`config.mk`:
```
export PLATFORM = sky130hd
export DESIGN_NAME = alu_mc
export DESIGN_NICKNAME = d
export VERILOG_FILES = /design/src/rtl/alu_pkg.sv /design/src/rtl/alu_iter_muldiv.sv /design/src/rtl/alu_mc.sv
export SDC_FILE = /design/constraint.sdc
export NUM_CORES = 1
export LEC_CHECK = 0
export CAP_MARGIN = 15
export CORE_MARGIN = 5
export CORE_UTILIZATION = 50
export DETAILED_ROUTE_END_ITERATION = 7
export PLACE_DENSITY = 0.67
export RECOVER_POWER = 25
export SLEW_MARGIN = 20
export SYNTH_ARGS = -nofsm -noshare
export SYNTH_HDL_FRONTEND = slang
export SYNTH_SLANG_ARGS = --single-unit
```
`constraint.sdc`:
```
create_clock -name clk -period 3.4 [get_ports clk]
set_input_delay 1.02 -clock clk [delete_from_list [all_inputs] [get_ports clk]]
set_output_delay 1.02 -clock clk [all_outputs]
set_load 0.05 [all_outputs]
```
`src/rtl/alu_pkg.sv`:
```
// Shared opcode and sequencer-state definitions for the multi-cycle ALU.
// Also imported by the testbench so both sides use the same opcode names.
package alu_pkg;

    localparam logic [3:0] OP_ADD  = 4'h0;
    localparam logic [3:0] OP_SUB  = 4'h1;
    localparam logic [3:0] OP_MUL  = 4'h2;
    localparam logic [3:0] OP_DIV  = 4'h3;
    localparam logic [3:0] OP_SHL1 = 4'h4;
    localparam logic [3:0] OP_SHR1 = 4'h5;
    localparam logic [3:0] OP_ROL1 = 4'h6;
    localparam logic [3:0] OP_ROR1 = 4'h7;
    localparam logic [3:0] OP_AND  = 4'h8;
    localparam logic [3:0] OP_OR   = 4'h9;
    localparam logic [3:0] OP_XOR  = 4'hA;
    localparam logic [3:0] OP_NOR  = 4'hB;
    localparam logic [3:0] OP_NAND = 4'hC;
    localparam logic [3:0] OP_XNOR = 4'hD;
    localparam logic [3:0] OP_GT   = 4'hE;
    localparam logic [3:0] OP_EQ   = 4'hF;

    typedef enum logic [1:0] {
        ST_IDLE = 2'd0,
        ST_BUSY = 2'd1,
        ST_DONE = 2'd2
    } state_t;

endpackage

```
`src/rtl/alu_iter_muldiv.sv`:
```
// Iterative engine: WIDTH-step shift-add multiply or restoring divide.
// result/hi_nz show the value after the current step, valid when done is high.
module alu_iter_muldiv #(
    parameter int WIDTH = 8
) (
    input  logic             clk,
    input  logic             rst,
    input  logic             start,
    input  logic             is_div,
    input  logic [WIDTH-1:0] a,
    input  logic [WIDTH-1:0] b,
    output logic             busy,
    output logic             done,
    output logic [WIDTH-1:0] result,
    output logic             hi_nz
);
    localparam int CNT_W = $clog2(WIDTH) + 1;

    logic             busy_q;
    logic             div_q;
    logic [CNT_W-1:0] cnt_q;
    logic [WIDTH-1:0] hi_q, lo_q, opd_q;
    logic [WIDTH-1:0] hi_n, lo_n;
    logic [WIDTH:0]   sh, sum;
    logic             ge;

    // hi holds the partial product (MUL) or the partial remainder (DIV);
    // lo shifts out multiplier bits or shifts in quotient bits.
    always_comb begin
        sh   = {hi_q, lo_q[WIDTH-1]};
        ge   = (sh >= {1'b0, opd_q});
        sum  = {1'b0, hi_q} + (lo_q[0] ? {1'b0, opd_q} : '0);
        hi_n = hi_q;
        lo_n = lo_q;
        if (div_q) begin
            hi_n = ge ? (sh[WIDTH-1:0] - opd_q) : sh[WIDTH-1:0];
            lo_n = {lo_q[WIDTH-2:0], ge};
        end else begin
            hi_n = sum[WIDTH:1];
            lo_n = {sum[0], lo_q[WIDTH-1:1]};
        end
    end

    always_ff @(posedge clk or posedge rst) begin
        if (rst) begin
            busy_q <= 1'b0;
            div_q  <= 1'b0;
            cnt_q  <= '0;
            hi_q   <= '0;
            lo_q   <= '0;
            opd_q  <= '0;
        end else if (start) begin
            busy_q <= 1'b1;
            div_q  <= is_div;
            cnt_q  <= CNT_W'(WIDTH - 1);
            hi_q   <= '0;
            lo_q   <= a;
            opd_q  <= b;
        end else if (busy_q) begin
            hi_q  <= hi_n;
            lo_q  <= lo_n;
            cnt_q <= cnt_q - 1'b1;
            if (cnt_q == '0)
                busy_q <= 1'b0;
        end
    end

    assign busy   = busy_q;
    assign done   = busy_q && (cnt_q == '0);
    assign result = lo_n;
    assign hi_nz  = ~div_q & (|hi_n);

endmodule

```
`src/rtl/alu_mc.sv`:
```
// Multi-cycle ALU: valid/ready command handshake, single-cycle datapath,
// iterative MUL/DIV engine and registered result/flags held until accepted.
module alu_mc
    import alu_pkg::*;
#(
    parameter int WIDTH = 8
) (
    input  logic             clk,
    input  logic             rst,
    input  logic             in_valid,
    output logic             in_ready,
    input  logic [WIDTH-1:0] A,
    input  logic [WIDTH-1:0] B,
    input  logic [3:0]       ALU_Sel,
    output logic             out_valid,
    input  logic             out_ready,
    output logic [WIDTH-1:0] ALU_Out,
    output logic             CarryOut,
    output logic             Overflow,
    output logic             Zero,
    output logic             DivByZero
);
    localparam int M = WIDTH - 1;

    state_t           state, state_n;
    logic             ready_q;
    logic             accept, need_iter;
    logic [WIDTH:0]   sum, diff;
    logic [WIDTH-1:0] sc_res;
    logic             sc_c, sc_v, sc_dz;
    logic             eng_busy, eng_done, eng_hi_nz;
    logic [WIDTH-1:0] eng_res;

    assign accept    = in_valid & ready_q;
    assign need_iter = (ALU_Sel == OP_MUL) || ((ALU_Sel == OP_DIV) && (B != '0));
    assign in_ready  = ready_q;
    assign out_valid = (state == ST_DONE);

    alu_iter_muldiv #(.WIDTH(WIDTH)) u_muldiv (
        .clk    (clk),
        .rst    (rst),
        .start  (accept & need_iter),
        .is_div (ALU_Sel == OP_DIV),
        .a      (A),
        .b      (B),
        .busy   (eng_busy),
        .done   (eng_done),
        .result (eng_res),
        .hi_nz  (eng_hi_nz)
    );

    always_comb begin
        sum    = {1'b0, A} + {1'b0, B};
        diff   = {1'b0, A} - {1'b0, B};
        sc_res = '0;
        sc_c   = 1'b0;
        sc_v   = 1'b0;
        sc_dz  = 1'b0;
        case (ALU_Sel)
            OP_SUB: begin
                sc_res = diff[WIDTH-1:0];
                sc_c   = diff[WIDTH];
                sc_v   = (A[M] != B[M]) && (diff[M] != A[M]);
            end
            OP_MUL:  sc_res = '0;
            OP_DIV: begin
                sc_res = '1;
                sc_dz  = 1'b1;
            end
            OP_SHL1: begin
                sc_res = {A[M-1:0], 1'b0};
                sc_c   = A[M];
            end
            OP_SHR1: begin
                sc_res = {1'b0, A[M:1]};
                sc_c   = A[0];
            end
            OP_ROL1: sc_res = {A[M-1:0], A[M]};
            OP_ROR1: sc_res = {A[0], A[M:1]};
            OP_AND:  sc_res = A & B;
            OP_OR:   sc_res = A | B;
            OP_XOR:  sc_res = A ^ B;
            OP_NOR:  sc_res = ~(A | B);
            OP_NAND: sc_res = ~(A & B);
            OP_XNOR: sc_res = ~(A ^ B);
            OP_GT:   sc_res = {{(WIDTH-1){1'b0}}, (A > B)};
            OP_EQ:   sc_res = {{(WIDTH-1){1'b0}}, (A == B)};
            default: begin
                sc_res = sum[WIDTH-1:0];
                sc_c   = sum[WIDTH];
                sc_v   = (A[M] == B[M]) && (sum[M] != A[M]);
            end
        endcase
    end

    always_comb begin
        state_n = state;
        case (state)
            ST_IDLE: if (accept) state_n = need_iter ? ST_BUSY : ST_DONE;
            ST_BUSY: if (eng_done || !eng_busy) state_n = ST_DONE;
            ST_DONE: if (out_ready) state_n = ST_IDLE;
            default: state_n = ST_IDLE;
        endcase
    end

    always_ff @(posedge clk or posedge rst) begin
        if (rst)
            state <= ST_IDLE;
        else
            state <= state_n;
    end

    // in_ready is registered so it stays low through reset and for the
    // handshake cycle itself, giving at most one op every two cycles.
    always_ff @(posedge clk or posedge rst) begin
        if (rst) begin
            ready_q   <= 1'b0;
            ALU_Out   <= '0;
            CarryOut  <= 1'b0;
            Overflow  <= 1'b0;
            Zero      <= 1'b0;
            DivByZero <= 1'b0;
        end else begin
            ready_q <= (state_n == ST_IDLE);
            if (accept && !need_iter) begin
                ALU_Out   <= sc_res;
                CarryOut  <= sc_c;
                Overflow  <= sc_v;
                Zero      <= (sc_res == '0);
                DivByZero <= sc_dz;
            end else if (eng_done) begin
                ALU_Out   <= eng_res;
                CarryOut  <= eng_hi_nz;
                Overflow  <= 1'b0;
                Zero      <= (eng_res == '0);
                DivByZero <= 1'b0;
            end
        end
    end

endmodule

```
==> flow_metrics.tcl <==
set metrics [dict create \
    synth_area_leaders "dfrtp_1, ha_1, o21ai_0, nand2_1, mux2i_1" \
    timing.final.crit_share_pct 99.2 \
    synth_cell_type_count 66 \
    clk_pin_slew_ns 0.10 \
    first_global_vias 5015 \
    r2r_cells 9 \
    gp_congestion 0.928 \
    synth_top_area_share_pct 23.7 \
    cpMostUsedCell "buf_4" \
    grt-ovfl-total 0 \
    crit_start "A[4]" \
    routedWlPerCell_um 18.5 \
    p_total_uw 4460 \
    hold_start "state[1]$_DFF_PP0_" \
    worst_hold_path.num_cells 1 \
    yosysSeqAreaShare_pct 23.7 \
    drtAntennaViolNets 0 \
    worst_slew_pin_slew_ns 0.963 \
    fp-row-count 35 \
    rsz0062_at_grt "yes" \
    clkSinkCount 45 \
    synth_edf_count 0 \
    path_class "in2reg" \
    routed_wl_um 15800 \
    fillers 824 \
    critical_path.max_fanout 6 \
    areaGrowthSynthToFinish_pct 27.8 \
    place_hpwl_um 12600 \
    antenna_cells 0 \
    cts-root-buf "clkbuf_8" \
    finalSetupViolCount 0 \
    numCtsBuffers 5 \
    maxSlewHeadroom_pct 35.8 \
    start_util_pct 51.3 \
    skew_ns 0.0128 \
    fp.dieH_um 107 \
    netlist_area_sq_um 4740 \
    syn_avg_cell_area_sq_um 7.79 \
    path_delay_family "buffers and inverters" \
    critPathBufInv 5 \
    synth_area_leader_cell "dfrtp_1" \
    via_per_inst 5.88 \
    grt_usage_pct 27.6 \
    die-area_sq_um 11500 \
    netlist_instances 609 \
    slowest_stage "clkdlybuf4s50_1" \
    die_w_um 107 \
    min_period_ns 3.37 \
    slew_viol_final 0 \
    h-tree-depth 2 \
    multi_input_area_sq_um 3370 \
    drtPass1Iterations 4 \
    ys_warn_count 0 \
    arrival_ns 3.60 \
    grt_antenna_before_repair 0 \
    synth_nets 678 \
    clock_latency_ns 0.31 \
    power.density_nw_per_um2 735 \
    slowest_delay_ns 0.48 \
    hold_class "reg2reg" \
    drive_above_1_share_pct 18.6 \
    path_cells "clkdlybuf4s50_1 > inv_1 > ha_2 > buf_4 > nor4_1 > buf_4 > a31oi_1 > a2bb2oi_1 > nor2_1 > o32ai_2 > buf_4 > nand2_1 > nor2_1 > a31oi_1" \
    end_kind "register" \
    r2r_start "u_muldiv.hi_q[2]$_DFFE_PP0P_" \
    synth-seq-cells 45 \
    core_sq_um 9240 \
    finalHoldViolCount 0 \
    grt_pass1_wl_um 25500 \
    setup.worst_path.start_class "input pin" \
    critPathRequiredTime_ns 3.63 \
    r2r_end "CarryOut$_DFFE_PP0P_" \
    vias 5000 \
    grt_max_degree 40 \
    nNetsFinal 790 \
    seq_area_sq_um 1130 \
    drc_errors 0 \
    cap_violations 0 \
    p_leak_uw 0.00268 \
    io_buffers 37 \
    drtIter0Drc 286 \
    irDropWorstVdd_mv 0.414 \
    r2r_slack_ns 0.38 \
    min_to "state[0]$_DFF_PP0_" \
    whs_ns 0.482 \
    yosys_most_used_dff "dfrtp_1" \
    fmax_mhz 297 \
    io_pins 38 \
    cts_buffer_depth 2 \
    outcome "finished clean" \
    synthArstFlopShare_pct 100 \
    cts_tree "built" \
]
==> worst max-delay path by stage <==
stage	end	slack (ns)	cells past startpoint
5_1_grt	Zero$_DFFE_PP0P_	-0.04	12
4_1_cts	Zero$_DFFE_PP0P_	0.002	12
2_1_floorplan	Zero$_DFFE_PP0P_	0.52	9
3_3_place_gp	Zero$_DFFE_PP0P_	-0.45	11
6_report	ALU_Out[0]$_DFFE_PP0P_	0.03	14
3_5_place_dp	Zero$_DFFE_PP0P_	-0.44	11
==> logic make-up after synthesis <==
group                    after synthesis  share of synthesized area (%)
AND/OR/NAND/NOR                      207                           21.1
AO/OA/AOI/OAI                        186                           25.8
buffers and inverters                 78                           7.07
adder cells (fa/ha/maj)               45                           12.5
flip-flops                            45                           23.7
multiplexers                          28                           6.07
XOR/XNOR                              20                           3.69
==> layer usage <==
layer / up-vias / routed length, um / global-route usage [%]
li1: 2438 / - / -
met1: 2393 / 6610 / 34.7
met2: 142 / 8130 / 50.9
met3: 27 / 662 / 1.50
met4: 0 / 348 / 8.03
met5: - / 0 / 0
==> area by class of cell <==
cell class                      count  area share (%)
Tap cell                          129            2.66
Clock inverter                      3           0.413
Multi-Input combinational cell    486            55.5
Inverter                           42            2.60
Clock buffer                        5            1.14
Timing Repair Buffer              141            19.1
Sequential cell                    45            18.6
==> sequential cells by signal (all words and copies together), names as in the netlist, 2 cells and up <==
signal,cells
ALU_Out,8
u_muldiv.hi_q,8
u_muldiv.lo_q,8
u_muldiv.opd_q,8
u_muldiv.cnt_q,4
state,2
==> cell usage in the layout, fill, tap and decap left out, types with 11 or more instances in the layout <==
cell	n
nand2_1	67
o211ai_1	16
a31oi_1	11
mux2i_1	22
o21ai_0	50
buf_4	101
clkdlybuf4s50_1	36
xnor2_1	14
nand3_1	14
a21oi_1	31
nor3_1	15
inv_1	41
nor2_1	45
dfrtp_1	45
ha_1	39
==> stage by stage <==
stage | area, sq um | setup WS [ns] | util (%) | TNS (ns) | cells
after floorplan | 4740 | 0.517 | - | 0 | 609
after global placement | 5890 | -0.454 | 63.7 | -1.78 | 843
after detailed placement | 5890 | -0.437 | 63.7 | -1.83 | 843
after CTS | 6000 | 0.00152 | 64.9 | 0 | 851
after global routing | 6060 | -0.0392 | 65.6 | -0.0651 | 851
final | 6060 | 0.0275 | 65.6 | 0 | 851
==> what timing repair did <==
| action | in CTS | in global routing |
|---|---|---|
| resized for setup | 4 | 14 |
| cloned | 0 | 0 |
| setup buffers | 0 | 0 |
| hold buffers | 0 | 0 |
| pin swaps | 0 | 1 |
| hold endpoints to repair | 0 | 0 |
| endpoints found under the setup margin | 3 | 5 |
==> power breakdown <==
part	internal, uW	leakage [uW]	switching (uW)
sequential	782	0.000538	228
combinational	1320	0.00209	1770
clock	149	0.0000447	203
total	2250	0.00268	2200
==> Yosys cell counts, drive strengths merged (6+ instances only) <==
cell type,n
mux2,6
o211ai,16
xor2,6
a211oi,10
a31oi,11
dfrtp,45
a21oi,33
inv,41
and2,10
buf,17
nand2b,10
nand2,67
o21ai,52
mux2i,22
clkbuf,19
nand3,14
a21o,8
nor4,9
nor2,45
o22ai,8
ha,41
nor3,16
o21bai,9
xnor2,14
nor2b,9
Note: power is estimated with default switching activity, not from simulation.
